**src/rtl/sdram_cmd_scheduler.sv**
```systemverilog
// SDRAM command scheduler: round-robin arbitration between two requesters,
// open-page bank tracking, tRP/tRCD/tRFC spacing and periodic refresh.
module sdram_cmd_scheduler #(
    parameter int REFRESH_INTERVAL = 780,
    parameter int T_RP             = 2,
    parameter int T_RCD            = 2,
    parameter int T_RFC            = 7
) (
    input  logic        clk_crontroller,
    input  logic        rst,
    input  logic        req0_valid,
    input  logic        req0_we,
    input  logic [21:0] req0_addr,
    output logic        req0_ready,
    input  logic        req1_valid,
    input  logic        req1_we,
    input  logic [21:0] req1_addr,
    output logic        req1_ready,
    output logic        cmd_valid,
    input  logic        cmd_ready,
    output logic [2:0]  cmd_code,
    output logic [1:0]  cmd_bs,
    output logic [11:0] cmd_row,
    output logic [7:0]  cmd_col,
    output logic        cmd_src,
    output logic        refresh_pending,
    output logic        busy
);

    localparam int RCW = (REFRESH_INTERVAL > 1) ? $clog2(REFRESH_INTERVAL) : 1;

    localparam logic [2:0] CMD_NOP  = 3'd0;
    localparam logic [2:0] CMD_ACT  = 3'd1;
    localparam logic [2:0] CMD_RD   = 3'd2;
    localparam logic [2:0] CMD_WR   = 3'd3;
    localparam logic [2:0] CMD_PRE  = 3'd4;
    localparam logic [2:0] CMD_PREA = 3'd5;
    localparam logic [2:0] CMD_AREF = 3'd6;

    typedef enum logic [3:0] {
        S_IDLE, S_REF_PRE, S_REF_WAIT_RP, S_REF_CMD, S_REF_WAIT_RFC,
        S_PRE, S_WAIT_RP, S_ACT, S_WAIT_RCD, S_ACCESS
    } state_t;

    state_t           state_q, state_d;
    logic [7:0]       wait_q, wait_d;
    logic [21:0]      addr_q, addr_d;
    logic             we_q, we_d;
    logic             src_q, src_d;
    logic             last_grant_q, last_grant_d;
    logic [3:0]       bank_open_q, bank_open_d;
    logic [3:0][11:0] open_row_q, open_row_d;
    logic [1:0]       rdy_q, rdy_d;
    logic [RCW-1:0]   ref_cnt_q;
    logic             ref_pend_q;

    logic             cmd_valid_q, cmd_src_q, busy_q;
    logic [2:0]       cmd_code_q;
    logic [1:0]       cmd_bs_q;
    logic [11:0]      cmd_row_q;
    logic [7:0]       cmd_col_q;

    // A requester whose ready is pulsing this cycle is still holding valid for
    // the access just served, so it is masked out of this arbitration.
    logic        v0, v1, gnt, accept, ref_wrap;
    logic [21:0] win_addr;
    logic [1:0]  win_bank;

    assign v0       = req0_valid & ~rdy_q[0];
    assign v1       = req1_valid & ~rdy_q[1];
    assign gnt      = (v0 & v1) ? ~last_grant_q : v1;
    assign win_addr = gnt ? req1_addr : req0_addr;
    assign win_bank = win_addr[21:20];
    assign accept   = cmd_valid_q & cmd_ready;
    assign ref_wrap = (ref_cnt_q == RCW'(REFRESH_INTERVAL - 1));

    // Next-state, request latch and bank table updates
    always_comb begin
        state_d      = state_q;
        wait_d       = wait_q;
        addr_d       = addr_q;
        we_d         = we_q;
        src_d        = src_q;
        last_grant_d = last_grant_q;
        bank_open_d  = bank_open_q;
        open_row_d   = open_row_q;
        rdy_d        = 2'b00;
        case (state_q)
            S_IDLE: begin
                if (ref_pend_q) begin
                    state_d = S_REF_PRE;
                end else if (v0 | v1) begin
                    addr_d = win_addr;
                    we_d   = gnt ? req1_we : req0_we;
                    src_d  = gnt;
                    if (!bank_open_q[win_bank])                           state_d = S_ACT;
                    else if (open_row_q[win_bank] == win_addr[19:8])      state_d = S_ACCESS;
                    else                                                  state_d = S_PRE;
                end
            end
            S_REF_PRE: if (accept) begin
                bank_open_d = 4'b0000;
                wait_d      = 8'(T_RP - 1);
                state_d     = S_REF_WAIT_RP;
            end
            S_REF_WAIT_RP: begin
                if (wait_q == 8'd0) state_d = S_REF_CMD;
                else                wait_d  = wait_q - 8'd1;
            end
            S_REF_CMD: if (accept) begin
                wait_d  = 8'(T_RFC - 1);
                state_d = S_REF_WAIT_RFC;
            end
            S_REF_WAIT_RFC: begin
                if (wait_q == 8'd0) state_d = S_IDLE;
                else                wait_d  = wait_q - 8'd1;
            end
            S_PRE: if (accept) begin
                bank_open_d[addr_q[21:20]] = 1'b0;
                wait_d  = 8'(T_RP - 1);
                state_d = S_WAIT_RP;
            end
            S_WAIT_RP: begin
                if (wait_q == 8'd0) state_d = S_ACT;
                else                wait_d  = wait_q - 8'd1;
            end
            S_ACT: if (accept) begin
                bank_open_d[addr_q[21:20]] = 1'b1;
                open_row_d[addr_q[21:20]]  = addr_q[19:8];
                wait_d  = 8'(T_RCD - 1);
                state_d = S_WAIT_RCD;
            end
            S_WAIT_RCD: begin
                if (wait_q == 8'd0) state_d = S_ACCESS;
                else                wait_d  = wait_q - 8'd1;
            end
            S_ACCESS: if (accept) begin
                rdy_d[src_q] = 1'b1;
                last_grant_d = src_q;
                state_d      = S_IDLE;
            end
            default: state_d = S_IDLE;
        endcase
    end

    // FSM state plus registered command outputs decoded from the next state
    always_ff @(posedge clk_crontroller) begin
        if (rst) begin
            state_q      <= S_IDLE;
            wait_q       <= '0;
            addr_q       <= '0;
            we_q         <= 1'b0;
            src_q        <= 1'b0;
            last_grant_q <= 1'b1;
            bank_open_q  <= '0;
            open_row_q   <= '0;
            rdy_q        <= '0;
            cmd_valid_q  <= 1'b0;
            cmd_code_q   <= CMD_NOP;
            cmd_bs_q     <= '0;
            cmd_row_q    <= '0;
            cmd_col_q    <= '0;
            cmd_src_q    <= 1'b0;
            busy_q       <= 1'b0;
        end else begin
            state_q      <= state_d;
            wait_q       <= wait_d;
            addr_q       <= addr_d;
            we_q         <= we_d;
            src_q        <= src_d;
            last_grant_q <= last_grant_d;
            bank_open_q  <= bank_open_d;
            open_row_q   <= open_row_d;
            rdy_q        <= rdy_d;
            busy_q       <= (state_d != S_IDLE);
            cmd_valid_q  <= 1'b0;
            cmd_code_q   <= CMD_NOP;
            cmd_bs_q     <= '0;
            cmd_row_q    <= '0;
            cmd_col_q    <= '0;
            cmd_src_q    <= 1'b0;
            case (state_d)
                S_REF_PRE: begin
                    cmd_valid_q <= 1'b1;
                    cmd_code_q  <= CMD_PREA;
                end
                S_REF_CMD: begin
                    cmd_valid_q <= 1'b1;
                    cmd_code_q  <= CMD_AREF;
                end
                S_PRE: begin
                    cmd_valid_q <= 1'b1;
                    cmd_code_q  <= CMD_PRE;
                    cmd_bs_q    <= addr_d[21:20];
                    cmd_src_q   <= src_d;
                end
                S_ACT: begin
                    cmd_valid_q <= 1'b1;
                    cmd_code_q  <= CMD_ACT;
                    cmd_bs_q    <= addr_d[21:20];
                    cmd_row_q   <= addr_d[19:8];
                    cmd_src_q   <= src_d;
                end
                S_ACCESS: begin
                    cmd_valid_q <= 1'b1;
                    cmd_code_q  <= we_d ? CMD_WR : CMD_RD;
                    cmd_bs_q    <= addr_d[21:20];
                    cmd_col_q   <= addr_d[7:0];
                    cmd_src_q   <= src_d;
                end
                default: ;
            endcase
        end
    end

    // Free-running refresh timer; a new wrap wins over a same-cycle clear
    always_ff @(posedge clk_crontroller) begin
        if (rst) begin
            ref_cnt_q  <= '0;
            ref_pend_q <= 1'b0;
        end else begin
            ref_cnt_q <= ref_wrap ? '0 : ref_cnt_q + RCW'(1);
            if (ref_wrap)                          ref_pend_q <= 1'b1;
            else if (state_q == S_REF_PRE && accept) ref_pend_q <= 1'b0;
        end
    end

    assign req0_ready      = rdy_q[0];
    assign req1_ready      = rdy_q[1];
    assign cmd_valid       = cmd_valid_q;
    assign cmd_code        = cmd_code_q;
    assign cmd_bs          = cmd_bs_q;
    assign cmd_row         = cmd_row_q;
    assign cmd_col         = cmd_col_q;
    assign cmd_src         = cmd_src_q;
    assign refresh_pending = ref_pend_q;
    assign busy            = busy_q;

endmodule
```
**config.mk**
```make
export PLATFORM = sky130hd
export DESIGN_NAME = sdram_cmd_scheduler
export DESIGN_NICKNAME = d
export VERILOG_FILES = /design/src/rtl/sdram_cmd_scheduler.sv
export SDC_FILE = /design/constraint.sdc
export NUM_CORES = 1
export LEC_CHECK = 0
export BUFFER_PORTS_ARGS = -buffer_cell sky130_fd_sc_hd__clkbuf_2
export CELL_PAD_IN_SITES_DETAIL_PLACEMENT = 0
export CELL_PAD_IN_SITES_GLOBAL_PLACEMENT = 1
export CORE_UTILIZATION = 45
export CTS_BUF_LIST = sky130_fd_sc_hd__clkbuf_8
export CTS_CLUSTER_SIZE = 25
export DETAILED_ROUTE_END_ITERATION = 16
export GPL_TIMING_DRIVEN = 0
export PLACE_DENSITY_LB_ADDON = 0.1
export SETUP_SLACK_MARGIN = 0.02
export SYNTH_ARGS = -nofsm -noshare
export SYNTH_HDL_FRONTEND = slang
export SYNTH_SLANG_ARGS = --single-unit
```
**constraint.sdc**
```tcl
create_clock -name clk_crontroller -period 3.1 [get_ports clk_crontroller]
set_clock_uncertainty 0.1 [all_clocks]
set_input_delay 0.155 -clock clk_crontroller [delete_from_list [all_inputs] [get_ports clk_crontroller]]
set_output_delay 0.155 -clock clk_crontroller [all_outputs]
set_load 0.05 [all_outputs]
```
==> results of run 1 <==
[layout by cell type, fill, tap and decap left out, types with 18 or more instances in the layout]
cell type,netlist,routed
dlygate4sd3_1,0,18
o21ai_0,20,19
clkbuf_2,0,82
dfxtp_1,130,130
mux2i_1,59,55
nand2_1,81,80
nor2_1,116,114
clkbuf_1,24,23
nand3_1,23,23
a21oi_1,25,24
clkbuf_8,0,20
[synth_stat cells (3+ instances only)]
| cell | n |
|---|---|
| a211oi_1 | 16 |
| a21oi_1 | 25 |
| a22oi_1 | 3 |
| a311oi_1 | 10 |
| a31oi_1 | 6 |
| and2_1 | 9 |
| and3_1 | 11 |
| and3b_1 | 3 |
| buf_2 | 6 |
| buf_6 | 3 |
| clkbuf_1 | 24 |
| dfxtp_1 | 130 |
| ha_1 | 3 |
| inv_1 | 8 |
| mux2i_1 | 59 |
| nand2_1 | 81 |
| nand2b_1 | 5 |
| nand3_1 | 23 |
| nand4_1 | 7 |
| nor2_1 | 116 |
| nor2b_1 | 15 |
| nor3_1 | 12 |
| nor3b_1 | 4 |
| nor4_1 | 8 |
| o2111ai_1 | 3 |
| o211ai_1 | 3 |
| o21a_1 | 9 |
| o21ai_0 | 20 |
| o31ai_1 | 3 |
| or2_2 | 5 |
| or3_1 | 6 |
| xnor2_1 | 14 |
| xor2_1 | 15 |
[routing by layer]
metal  GRT usage  vias up
met3      0.0497       52
met5           0        -
met2       0.466      141
li1            -     2723
met4       0.157        0
met1       0.322     2720
[metrics by stage]
stage	instances	power [mW]	worst slack [ns]	utilization	instance area, um2
floorplan	705	3.40	0.180	-	6070
global placement	962	3.89	-0.395	0.508	6700
detailed placement	962	3.93	-0.418	0.508	6700
CTS	1014	5.35	0.0354	0.555	7320
global route	1020	5.68	0.00960	0.564	7440
finish	1020	5.39	0.125	0.564	7440
[cells by family (layout without fill, tap and decap cells)]
family,count (synthesis),after routing,synth area share
xor gates and xnor gates,29,29,0.0418
muxes,62,62,0.104
DFF,130,130,0.429
buffers and inverters,43,182,0.0315
adders and majority gates,3,3,0.00618
and+or+nand+nor,315,315,0.247
AOI/OAI and AO/OA,123,123,0.141
[worst min path at each step]
stage	start	depth (start not counted)	to
final	req1_addr[16]	5	addr_q[16]
after global routing	req0_addr[18]	3	addr_q[18]
after CTS	req0_addr[18]	3	addr_q[18]
after detailed placement	rst	2	state_q[0]
after global placement	req1_addr[7]	3	addr_q[7]
after floorplan	rst	1	state_q[0]
[repair_timing]
action | in CTS | in global routing
endpoints found under the setup margin | 22 | 26
pin swaps | 2 | 4
resized for setup | 6 | 16
hold endpoints to repair | 19 | 0
setup buffers | 4 | 6
gates cloned | 0 | 0
hold buffers | 18 | 0
[power by group through the flow]
stage,registers (mW),logic [mW],clock network [mW]
4_1_cts,2.10,1.84,1.41
6_report,2.10,1.89,1.39
2_1_floorplan,2.31,1.09,0
3_3_place_gp,2.13,1.76,0
3_5_place_dp,2.14,1.80,0
5_1_grt,2.13,2.07,1.48
[registers in the layout (all words and copies together), names as in the netlist, 2 cells and up]
name and flops:
cmd_col 8, cmd_row 12, bank_open_q 4, addr_q 22, rdy_q 2, ref_cnt_q 10
wait_q 8, state_q 4, open_row_q 48, cmd_bs 2, cmd_code 3
[worst min-delay path, delay by kind of cell]
family / cells / cell delay, ns
AND/OR/NAND/NOR: 4 / 0.31
buffers and inverters: 1 / 0.08
[layout make-up]
cell class / instances / area (um2) / share of cell area
multi-input combinational: 532 / 3360 / 0.451
sequential: 130 / 2600 / 0.350
inverter: 8 / 30.0 / 0.00404
tap: 176 / 220 / 0.0296
timing repair buffer: 109 / 686 / 0.0922
clock inverter: 10 / 96.3 / 0.0130
clock buffer: 20 / 275 / 0.0370
buffer: 35 / 169 / 0.0227
==> summary.txt, run 1 <==
ANT nets after route = 0
Worst hold path class = input pin to register
CP peak stage delay = 0.41 ns
Mean Syn Cell Area = 8.61 um2
Clk root buf = clkbuf_8
Clock Tree Buf Depth = 2
GP Congestion = 0.882
R2r endpoint = cmd_code[2]
Switch share = 0.387
Main synth FF type = dfxtp_1
Max Freq = 0.336 GHz
Total CTS buffers = 17
WP data arrival = 3.23 ns
Port-buffer cells = 81
Crit Path Max Fanout = 9
Critical path's top delay family = simple AND/OR/NAND/NOR gates
Crit start category = register
Sequential-to-total area share from yosys stat = 0.429
Area grow syn2layout = 22.4%
Most used cell, CP = buf_4
Initial DRC Count = 333
Distinct cells, synth = 64
Max-cap check violation count = 0
Buffers & Inverters on Critical Path = 3
Grt total ovfl = 0
Pwr per Cell Area = 725 mW/mm2
Die Area = 0.0140 mm2
Reg-to-reg slack, setup = 0.12 ns
H-tree depth = 4
CTS tree = built
I/O Pins = 82
Net Switching = 2.09 mW
First-pass GRT wire length = 28700 um
Later-pin clock latency in the skew report = 0.46 ns
Critical path class = register to register
Mean routed wirelength per cell = 18.0 um
Mapped Area = 0.00607 mm2
Area contributors post-synth = dfxtp_1 43%, mux2i_1 9.7%, nor2_1 7.2%, nand2_1 5.0%, xor2_1 2.2%
Leakage = 2.92 nW
CP endpoint = cmd_code[2]
Final Critical Period = 2.98 ns
Outcome = completed
Fin Hold WS = 0.0267 ns
Worst setup startpoint = rdy_q[1]
Die X = 118 um
Wl on met1 = 7800 um
Std cell rows = 42
Post-detail-place hpwl = 12900 um
Vias in the first global route = 5531
Clk slew on worst S/H paths = 0.07 ns
Critical path endpoint category = register
Starting Density = 0.460
Nets = 887
Crit Reg-Reg Startpoint = rdy_q[1]
Clk pwr share = 0.258
DRT Wirelength = 18400 um
Critical path's slowest cell = dfxtp_1
Flop pwr share = 0.390
First drt pass iteration count = 5
RSZ-0062 raised after global routing = false
Via Count = 5636
Fin. max-slew vios = 0
Initial antenna violation count = 0
Detailed-route DRC error count = 0
Fin crit share = 0.960
Largest net degree at the start of global routing = 17
EDFF count, synth = 0
Asr flop ratio synth = 0
Diode count = 0
Highest routed layer = met4
Met3 wire length = 745 um
Vias per cell = 5.53
Power Internal = 3.30 mW
Endpoints failing hold = 0
Slew HR = 0.424
Slew at the pin closest to its max-slew limit = 0.864 ns
CP Cell Sequence = and3b_1 -> and2_1 -> buf_6 -> nor2_8 -> buf_4 -> mux2i_1 -> xnor2_1 -> a22oi_1 -> nor4b_1 -> nand4_1 -> buf_4 -> a31o_2
Core Box Area = 0.0132 mm2
Area leader, netlist = dfxtp_1
Max VDD drop = 438 uV
Synth warn = 0
CTS sink count = 130
Comb power frac = 0.351
Reg2Reg Depth = 12
Met2 Wirelength = 9090 um
Mapped Cells = 705
Setup TNS = 0 ns
Top-area cell type share of the netlist area = 0.429
Number of cells on the critical path = 12
Number of fill cells = 1246
Gr usage total = 0.274
Syn nets = 759
Final setup violation count = 0
Synth Register Bits = 130
Die H = 118 um
CP required = 3.36 ns
Share of cells above drive strength 1 = 0.190
Note: power is estimated with default switching activity, not from simulation.
==> run 2, diff against run 1 <==
- CTS_BUF_LIST: sky130_fd_sc_hd__clkbuf_8 -> sky130_fd_sc_hd__clkbuf_4 sky130_fd_sc_hd__clkbuf_8
==> summary.txt, run 2 (same netlist as run 1, synthesis figures left out) <==
Outcome = completed
Commonest non-fill, non-tap cell in the layout = dfxtp_1
Clk slew on worst S/H paths = 0.07 ns (about the same)
Port-buffer cells = 81 (unchanged)
Initial DRC Count = 345 (+3.6%)
Most frequent cells in the layout = 129 x dfxtp_1, 114 x nor2_1, 82 x clkbuf_2
Via Count = 5594 (-0.75%)
Initial antenna violation count = 0 (unchanged)
Diode count = 0 (unchanged)
Grt total ovfl = 0 (unchanged)
Later-pin clock latency in the skew report = 0.45 ns (about the same)
ANT nets after route = 0 (unchanged)
Fin. max-slew vios = 0 (unchanged)
Vias per cell = 5.50 (-0.55%)
Max reg flops = 48 (unchanged)
Gr usage total = 0.273 (-0.000626)
Std cell rows = 42 (unchanged)
I/O Pins = 82 (unchanged)
Critical path's slowest cell = mux2i_1
Critical path endpoint category = register
First-pass GRT wire length = 28700 um (about the same)
DRT Wirelength = 18400 um (-0.11%)
Multi-input combinational cell area = 0.00336 mm2 (unchanged)
Fin Hold WS = 0.0346 ns (+0.00797 ns)
Endpoints failing hold = 0 (unchanged)
Slew at the pin closest to its max-slew limit = 0.897 ns (+0.0334 ns)
CP Cell Sequence = and3b_1 -> clkbuf_4 -> nor2_4 -> buf_12 -> mux2i_1 -> xnor2_1 -> a22oi_1 -> nor4b_1 -> nand4_1 -> a31o_2
Pwr per Cell Area = 731 mW/mm2 (+0.88%)
Share of cells above drive strength 1 = 0.195 (+0.00520)
Largest net degree at the start of global routing = 17 (unchanged)
Detailed-route DRC error count = 0 (unchanged)
Number of fill cells = 1246 (unchanged)
RSZ-0062 raised after global routing = false
Nets = 885 (-0.23%)
CP required = 3.35 ns (about the same)
Final Critical Period = 2.97 ns (-0.000654 ns)
Slew HR = 0.402 (-0.0223)
Final setup violation count = 0 (unchanged)
Total CTS buffers = 17 (unchanged)
WP data arrival = 3.23 ns (about the same)
Die X = 118 um (unchanged)
Core Box Area = 0.0132 mm2 (unchanged)
Post-detail-place hpwl = 12900 um (unchanged)
Max VDD drop = 439 uV (+0.37%)
Critical path class = register to register
CP peak stage delay = 0.37 ns (-0.04 ns)
H-tree depth = 4 (unchanged)
Max Freq = 0.336 GHz (about the same)
GP Congestion = 0.882 (unchanged)
Die Area = 0.0140 mm2 (unchanged)
Reg with most FFs = open_row_q
Max-cap check violation count = 0 (unchanged)
Leakage = 2.91 nW (-0.25%)
Total Power = 5.45 mW (+1.1%)
CTS tree = built
Worst hold path class = input pin to register
Mean routed wirelength per cell = 18.0 um (about the same)
Fin crit share = 0.960 (about the same)
Crit Path Max Fanout = 7 (-2)
Clk root buf = clkbuf_8
CTS sink count = 130 (unchanged)
First drt pass iteration count = 7 (+2)
Clock Tree Buf Depth = 2 (unchanged)
Vias in the first global route = 5517 (-0.25%)
Area grow syn2layout = 22.7%
Crit start category = register
Starting Density = 0.460 (unchanged)
Die H = 118 um (unchanged)
Sequential standard cell area = 0.00260 mm2 (about the same)
## run 2: where the power goes
group / internal, mW / switching [mW]
clock network: 0.811 / 0.634
logic: 0.628 / 1.27
registers: 1.93 / 0.179
total: 3.37 / 2.09
## run 2: final timing paths
path	startpoint	to	slack (ns)	depth (start not counted)
setup / recovery	rdy_q[0]	cmd_code[2]	0.13	10
setup reg to reg	rdy_q[0]	cmd_code[2]	0.13	10
hold / removal	req1_addr[16]	addr_q[16]	0.03	5
hold reg to reg	open_row_q[3]	open_row_q[3]	0.36	2
## run 2: routing by layer
metal / vias to the layer above / share of wire / track usage / wire [um]
li1: 2719 / - / - / -
met1: 2684 / 0.43 / 0.323 / 7850
met2: 146 / 0.50 / 0.466 / 9100
met3: 45 / 0.039 / 0.0483 / 725
met4: 0 / 0.037 / 0.155 / 687
met5: - / 0 / 0 / 0
## run 2: area by class of cell
| type | instances | area share |
|---|---|---|
| buffer | 35 | 0.0227 |
| sequential | 130 | 0.349 |
| multi-input combinational | 532 | 0.450 |
| timing repair buffer | 107 | 0.0917 |
| tap | 176 | 0.0295 |
| clock inverter | 5 | 0.0104 |
| inverter | 8 | 0.00403 |
| clock buffer | 25 | 0.0420 |
## run 2: timing repair
item,CTS,global route
pin swaps,2,3
buffers inserted,4,4
hold buffers,18,0
hold endpoints to repair,19,0
resized for setup,6,17
setup endpoints to repair,22,26
## run 2: worst max-delay path, delay by kind of cell, from the launching register on
| kind | cells | cell delay (ns) |
|---|---|---|
| compound gates | 2 | 0.48 |
| buf+inv | 2 | 0.33 |
| xor+xnor | 1 | 0.22 |
| mux | 1 | 0.37 |
| simple gates | 4 | 1.01 |
| flops | 1 | 0.35 |
## run 2: through the flow
step	setup slack, ns	instances	TNS [ns]	utilization	cell area, um2
CTS	0.0340	1014	0	0.557	7340
detailed placement	-0.418	962	-7.06	0.508	6700
global placement	-0.395	962	-6.36	0.508	6700
finish	0.125	1018	0	0.565	7450
floorplan	0.180	705	0	-	6070
global route	0.0210	1018	0	0.565	7450
